--- config.mk ---
export PLATFORM = sky130hd
export DESIGN_NAME = dec16_rr_arbiter
export DESIGN_NICKNAME = d
export VERILOG_FILES = /design/src/rtl/dec16_rr_arbiter.sv
export SDC_FILE = /design/constraint.sdc
export NUM_CORES = 1
export LEC_CHECK = 0
export CAP_MARGIN = 0
export CORE_AREA = 4 4 78 80
export DETAILED_ROUTE_END_ITERATION = 8
export DIE_AREA = 0 0 82 84
export PLACE_DENSITY = 0.78
export SYNTH_ARGS = -nofsm -noshare
export SYNTH_HDL_FRONTEND = slang
export SYNTH_SLANG_ARGS = --single-unit
--- constraint.sdc ---
create_clock -name clk -period 4.9 [get_ports clk]
set_input_delay 0.49 -clock clk [delete_from_list [all_inputs] [get_ports clk]]
set_output_delay 0.49 -clock clk [all_outputs]
set_load 0.01 [all_outputs]
--- src/rtl/dec16_rr_arbiter.sv ---
// Round-robin arbiter for 16 requesters sharing a 4-to-16 decoded select bus.
// Registered grant index, one-hot decode, tenure limit and timeout pulse.
module dec16_rr_arbiter #(
    parameter int HOLD_MAX = 15,
    parameter int CNT_W    = 8
) (
    input  logic        clk,
    input  logic        rst_n,
    input  logic [15:0] req,
    // "release" is a reserved word in SystemVerilog, hence this name
    input  logic        release_grant,
    output logic        grant_valid,
    output logic [3:0]  grant_idx,
    output logic [15:0] grant_oh,
    output logic        timeout
);

    typedef enum logic {
        IDLE  = 1'b0,
        GRANT = 1'b1
    } state_t;

    localparam logic [CNT_W-1:0] HOLD_LIM = CNT_W'(HOLD_MAX);
    localparam logic [CNT_W-1:0] CNT_ONE  = CNT_W'(1);
    localparam logic [CNT_W-1:0] CNT_TOP  = {CNT_W{1'b1}};

    state_t            state, state_nxt;
    logic [3:0]        ptr, ptr_nxt;
    logic [CNT_W-1:0]  cnt, cnt_nxt;
    logic              valid_nxt;
    logic [3:0]        idx_nxt;
    logic [15:0]       oh_nxt;
    logic              timeout_nxt;

    logic              end_rel;
    logic              end_drop;
    logic              end_hold;

    // First set bit at or after p, searching upward with wrap.
    function automatic logic [3:0] pick(input logic [15:0] r, input logic [3:0] p);
        logic [31:0] dbl;
        logic [15:0] rot;
        logic [3:0]  off;
        dbl = {r, r};
        rot = 16'(dbl >> p);
        off = 4'd0;
        for (int i = 15; i >= 0; i--) begin
            if (rot[i]) begin
                off = 4'(i);
            end
        end
        return p + off;
    endfunction

    function automatic logic [15:0] decode(input logic en, input logic [3:0] idx);
        logic [15:0] d;
        d = 16'h0000;
        if (en) begin
            d[idx] = 1'b1;
        end
        return d;
    endfunction

    assign end_rel  = release_grant;
    assign end_drop = ~req[grant_idx];
    assign end_hold = (HOLD_MAX != 0) && (cnt == HOLD_LIM);

    always_comb begin
        state_nxt   = state;
        ptr_nxt     = ptr;
        cnt_nxt     = cnt;
        valid_nxt   = grant_valid;
        idx_nxt     = grant_idx;
        timeout_nxt = 1'b0;

        case (state)
            IDLE: begin
                if (|req) begin
                    idx_nxt   = pick(req, ptr);
                    valid_nxt = 1'b1;
                    cnt_nxt   = CNT_ONE;
                    state_nxt = GRANT;
                end
            end
            GRANT: begin
                if (end_rel || end_drop || end_hold) begin
                    valid_nxt   = 1'b0;
                    idx_nxt     = 4'd0;
                    cnt_nxt     = '0;
                    ptr_nxt     = grant_idx + 4'd1;
                    state_nxt   = IDLE;
                    timeout_nxt = end_hold && !end_rel && !end_drop;
                end else if (cnt != CNT_TOP) begin
                    // saturate so a disabled limit never wraps the counter
                    cnt_nxt = cnt + CNT_ONE;
                end
            end
            default: begin
                state_nxt = IDLE;
                valid_nxt = 1'b0;
                idx_nxt   = 4'd0;
                cnt_nxt   = '0;
            end
        endcase

        oh_nxt = decode(valid_nxt, idx_nxt);
    end

    always_ff @(posedge clk) begin
        if (!rst_n) begin
            state       <= IDLE;
            ptr         <= 4'd0;
            cnt         <= '0;
            grant_valid <= 1'b0;
            grant_idx   <= 4'd0;
            grant_oh    <= 16'h0000;
            timeout     <= 1'b0;
        end else begin
            state       <= state_nxt;
            ptr         <= ptr_nxt;
            cnt         <= cnt_nxt;
            grant_valid <= valid_nxt;
            grant_idx   <= idx_nxt;
            grant_oh    <= oh_nxt;
            timeout     <= timeout_nxt;
        end
    end

endmodule

== Word-level counts from Yosys, hierarchy flattened ==
Cells that the tools add are included.

* Add/sub/neg operators: 3
* $mul: 0
* Div/mod/pow operators: 0
* Magnitude comparators: 3
* Equal/unequal tests: 4
* Shift-type cells: 1
* Multiplexer cells: 35
* Bitwise gates (word level): 2
* Reductions and logical operators: 11

{| class="wikitable"
|+ Operators by type and width
! cell !! number
|-
| 4-bit two-way mux || 20
|-
| 32-bit by 4-bit right shift with 16-bit output || 1
|-
| 8-bit two-way mux || 3
|-
| 8-bit one-hot mux with 2 select lines || 1
|-
| 16-bit OR reduction || 1
|-
| 4-bit by 5-bit less-than comparator with 1-bit output (second input constant) || 2
|-
| 8-bit by 1-bit adder with 8-bit output (second input constant) || 1
|-
| 8-bit by 4-bit == test with 1-bit output (second input constant) || 1
|-
| 8-bit != test (second input constant) || 1
|-
| 4-bit one-hot mux with 2 select lines || 1
|-
| 1-bit two-way mux || 6
|-
| 2-bit AND reduction || 3
|-
| 4-bit by 1-bit adder with 4-bit output (second input constant) || 1
|-
| 4-bit adder || 1
|-
| 1-bit binary-select mux with 4-bit select || 1
|-
| 1-bit demux with 4-bit select || 1
|-
| 4-bit by 1-bit greater-or-equal comparator with 1-bit output (second input constant) || 1
|-
| 1-bit one-hot mux with 2 select lines || 2
|-
| 1-bit logical AND || 3
|-
| 3-bit by 1-bit != test with 1-bit output (second input constant) || 1
|-
| 3-bit AND reduction || 1
|-
| 1-bit logical OR || 2
|-
| 2-bit != test (second input constant) || 1
|-
| 1-bit inverter || 2
|-
| 1-bit logical NOT || 1
|}

* Register bits after elaboration: 35
* Latch bits: 0
* Bits in writable memories: 0
* ROM bits: 0
* Input bits: 19
* Output and inout port bits: 22
* Word-level logic and storage cells: 66
* Memories: 0

== Depth between registers and ports, before layout ==
* Depth after elaboration: 26
* Mapped depth: 18
* Depth with buffers taken out: 16

== Worst setup path after synthesis ==
Ideal clock, no wire load.

* Path kind: flip-flop to flip-flop
* Start: register ptr[1]
* End: register grant_oh[11]
* Library setup time: 73 ps
* Arrival: 3,666 ps
* Data required time: 4,827 ps
* Slack: 1,161 ps
* Cell stages (with the launch flop): 17
* Buffers on the path: 2
* Clock period less this slack: 3,739 ps
* Cells stage by stage: dfxtp_1 > buf_6 > buf_2 > mux4_2 > nand2_1 > nand2_1 > o32a_1 > nor2_1 > nor3_1 > a2bb2oi_1 > ha_1 > a21o_1 > a21o_1 > nor2_1 > a32o_1 > a211oi_4 > nor3b_2

* Word-level cells in the longest chain between the ends: 26
* Elaborated cells on any way between the ends: 27
* Those cells by class: add/sub: 1; order compare: 2; shift: 1; mux: 22; reduce/logical: 1

{| class="wikitable"
|+ Ends and longest elaborated chain
! what !! RTL line !! RTL
|-
| start, declared || 28 || <nowiki>logic [3:0] ptr, ptr_nxt;</nowiki>
|-
| start signal, assigned || 120 || <nowiki>ptr <= ptr_nxt;</nowiki>
|-
| 32-bit by 4-bit right shift with 16-bit output || 45 || <nowiki>rot = 16'(dbl >> p);</nowiki>
|-
| 4-bit two-way mux (16 in series) || 48 || <nowiki>if (rot[i]) begin</nowiki>
|-
| 4-bit two-way mux || 78 || <nowiki>if (|req) begin</nowiki>
|-
| 4-bit two-way mux || 76 || <nowiki>case (state)</nowiki>
|-
| 4-bit adder (*) || 52 || <nowiki>return p + off;</nowiki>
|-
| 4-bit two-way mux (*) || 78 ||
|-
| 4-bit one-hot mux with 2 select lines (*) || 76 ||
|-
| 4-bit by 5-bit less-than comparator with 1-bit output (not written as such) / 4-bit by 1-bit greater-or-equal comparator with 1-bit output (equally long branches) || 59 || <nowiki>d[idx] = 1'b1;</nowiki>
|-
| 1-bit logical AND (not written as such) || 59 ||
|-
| 1-bit two-way mux (not written as such) || 59 ||
|-
| 1-bit demux with 4-bit select (*) || 59 ||
|-
| end signal, assigned || 124 || <nowiki>grant_oh <= oh_nxt;</nowiki>
|-
| end, declared || 14 || <nowiki>output logic [15:0] grant_oh,</nowiki>
|}

Every way passes the cells marked *; elsewhere a longest branch is shown, timed or not. The select of a mux whose other input is x is not followed.
A chain may end at the register's enable or synchronous reset.

== Final worst setup path ==
* Start: register ptr[1]
* End: register grant_oh[1]

Same word-level chain as after synthesis.

==> results.md <==
* Outcome: complete, no violations
* Postcts setup bufs at 0
* Fmax at ~230 MHz
* Synthesis-stage register bit count at 35
* CTS clk-pin slew, worst paths at 0.07 ns
* DR vias/cell at ~6.4
* Ys async rst share at 0
* Die Span Y at ~84 um
* Sw frac at 0.356
* Core ar. at 0.00541 sq mm
* Root Buffer: clkbuf_8
* Slew HR at 0.589
* WP data arrival at around 4.5 ns
* Post-synthesis cell type count at between 60 and 70
* All-Layer GR Usage at 0.230
* Max Root-Sink Buffers at 2
* Top post-synthesis cells by area: dfxtp_1 24%, mux4_2 13%, mux2i_1 5.2%
* Hold_buf cts at 0
* Initial Utilization at 0.529
* CTS tree: built
* Fin crit period at between 4 and 5 ns
* GR Overflow Total at 0
* Layout cells sized above 1 at 0.171
* Commonest non-fill, non-tap cell in the layout: clkdlybuf4s50_1
* Pin count of the biggest net entering global routing at 22
* Most used cell, CP: a21oi_1
* Max Cap Viol at 0
* Final ANT Viol Nets at 0
* Area delta synth->final at 21.3%
* Post-synth top area share at 0.245
* Leading register cell type out of synthesis: dfxtp_1
* Hold Fails Final Rpt at 0
* Max Slew Vio Count at 0
* Pwr Total at around 1200 uW
* Worst setup margin at 0.595 ns
* Final wirelength at 7.36 mm
* Average routed wire per standard cell at about 18 um
* Slew of the pin with the lowest slew margin at between 0.6 and 0.7 ns
* Worst vdd ir at 0.328 mV
* Slowest stage delay, CP at ~0.63 ns
* ANT cells at 0
* Vias in the first global route at approximately 2.5k
* Die width at about 82 um
* Synthesized cell area at around 0.0029 sq mm
* Seq/Total Area, Yosys at 0.245
* Dpl ws at around 0.47 ns
* Required @ worst endpoint at approximately 5.1 ns
* Port-buffer cells at 40
* Critical Path End Type: flop
* Setup CP Type: flop to flop
* Clock Skew at between 0.006 and 0.007 ns
* # H-tree levels at 2
* CTS buffer count at 5
* Post_cts resized at 0
* Die Area at between 0.006 and 0.007 sq mm
* Iter 0 DRT Violations at about 200
* Half-perimeter wire length after placement at between 5 and 6 mm
* Placer congestion estimate at roughly 0.89
* Nets at 370
* Worst-Skew Late Latency at approximately 0.29 ns
* Clk pwr share at 0.260
* Crit share post-route at 0.879
* Synthesis Warnings at 0
* Remaining DRCs at 0
* Cell Int Power at 755 uW
* Site Rows at 27
* Syn Nets at between 300 and 400
* Initial antenna violation count at 0
* First-pass GRT wire length at ~12 mm
* CP max FO at 10
* Critical-path cell list: buf_4, mux4_2, nand2_1, a21boi_0, a21oi_1, o221a_2, o211ai_1, a21oi_1, ha_1, fa_1, xnor2_1, o22ai_1, nor3_1, nor3b_2
* Leading area contributor after synthesis: dfxtp_1
* Detailed-route via count at ~2.7k
* Syn Area/Cell at about 9.4 sq um
* Post-Route Utilization at 0.642
* Total negative slack at 0 ns
* Tightest Hold Check Type: flop to flop
* EDFF count, synth at 0
* RSZ-0062 raised after global routing: false
* Sequential share of power at 0.290
* Drt pass-1 iters at 7
* CP Launch Type: flop
* Final-report setup violation count at 0
* NetSw at 417 uW
* Clk sink count at 35
* Comb pwr share at 0.449
* Mapped Cells at just over 300
* Most frequent cells in the layout: 40 x clkdlybuf4s50_1, 35 x dfxtp_1, 32 x nor2_1, 31 x nand2_1
* CP max-delay cell: dfxtp_1
* LEAKAGE at 0.00124 uW
* Io pins at 41
* PD cells at around 340 mW/mm^2
## per-stage QoR
stage | instances | instance area (sq um) | hold slack (ns)
2_1_floorplan | 304 | 2860 | 0.467
3_3_place_gp | 410 | 3340 | 0.481
6_report | 418 | 3470 | 0.513
4_1_cts | 418 | 3470 | 0.512
5_1_grt | 418 | 3470 | 0.549
3_5_place_dp | 410 | 3340 | 0.503
## sequential cells by signal, indices dropped and copies added, names as in the netlist
register     cells
timeout          1
state            1
cnt              8
grant_valid      1
grant_oh        16
grant_idx        4
ptr              4
## logic make-up after synthesis
| kind of cell | after synthesis | synth area share |
|---|---|---|
| buffers and inverters | 22 | 0.0372 |
| multiplexers | 47 | 0.270 |
| AO/OA/AOI/OAI | 63 | 0.163 |
| XOR/XNOR | 8 | 0.0245 |
| adder cells (fa/ha/maj) | 6 | 0.0289 |
| flip-flops | 35 | 0.245 |
| AND/OR/NAND/NOR | 123 | 0.232 |
## layer usage
layer / global-route usage / wire (um) / vias to the layer above
met2: 0.374 / 3750 / 128
met3: 0.0356 / 418 / 21
met5: 0 / 0 / -
met1: 0.295 / 2950 / 1262
met4: 0.104 / 239 / 0
li1: - / - / 1250
## worst paths after layout
path | from | endpoint | slack [ns] | depth (start not counted)
max reg2reg | ptr[1] | grant_oh[1] | 0.60 | 14
min reg2reg | cnt[3] | cnt[3] | 0.51 | 2
max | ptr[1] | grant_oh[1] | 0.60 | 14
min | cnt[3] | cnt[3] | 0.51 | 2
## synthesized netlist by cell type (all sizes together) (3+ instances only)
library cell / count
mux2i: 16
clkbuf: 7
nor3b: 12
o211ai: 3
ha: 5
a21o: 5
nor4: 5
a21oi: 17
a31oi: 4
o21ai: 6
nand4: 3
mux2: 10
and2: 6
a211oi: 5
nor3: 8
mux4: 21
inv: 6
a21boi: 4
buf: 8
xnor2: 4
and3: 4
nand3: 11
xor2: 4
nand2: 31
nor2: 32
dfxtp: 35
## power groups by stage
stage               Clock (uW)  Sequential, uW  Combinational (uW)
floorplan                    0             337                 384
global placement             0             346                 512
detailed placement           0             347                 518
CTS                        312             341                 522
global route               326             346                 574
finish                     305             341                 527
## critical path: cells and delay by family, from the launching register on
kind | cells | cell delay [ns]
flops | 1 | 0.63
xor+xnor | 1 | 0.21
compound gates | 6 | 1.13
mux | 1 | 0.57
buf+inv | 1 | 0.30
fa+ha+maj | 2 | 0.61
simple gates | 3 | 0.76
## layout make-up
cell class	instances	area (sq um)
tap	72	90.1
timing repair buffer	49	468
inverter	7	26.3
multi-input combinational	247	2050
clock buffer	6	72.6
clock inverter	2	60.1
fill	457	1930
sequential	35	701
No activity file was read; power rests on OpenSTA's default activity.
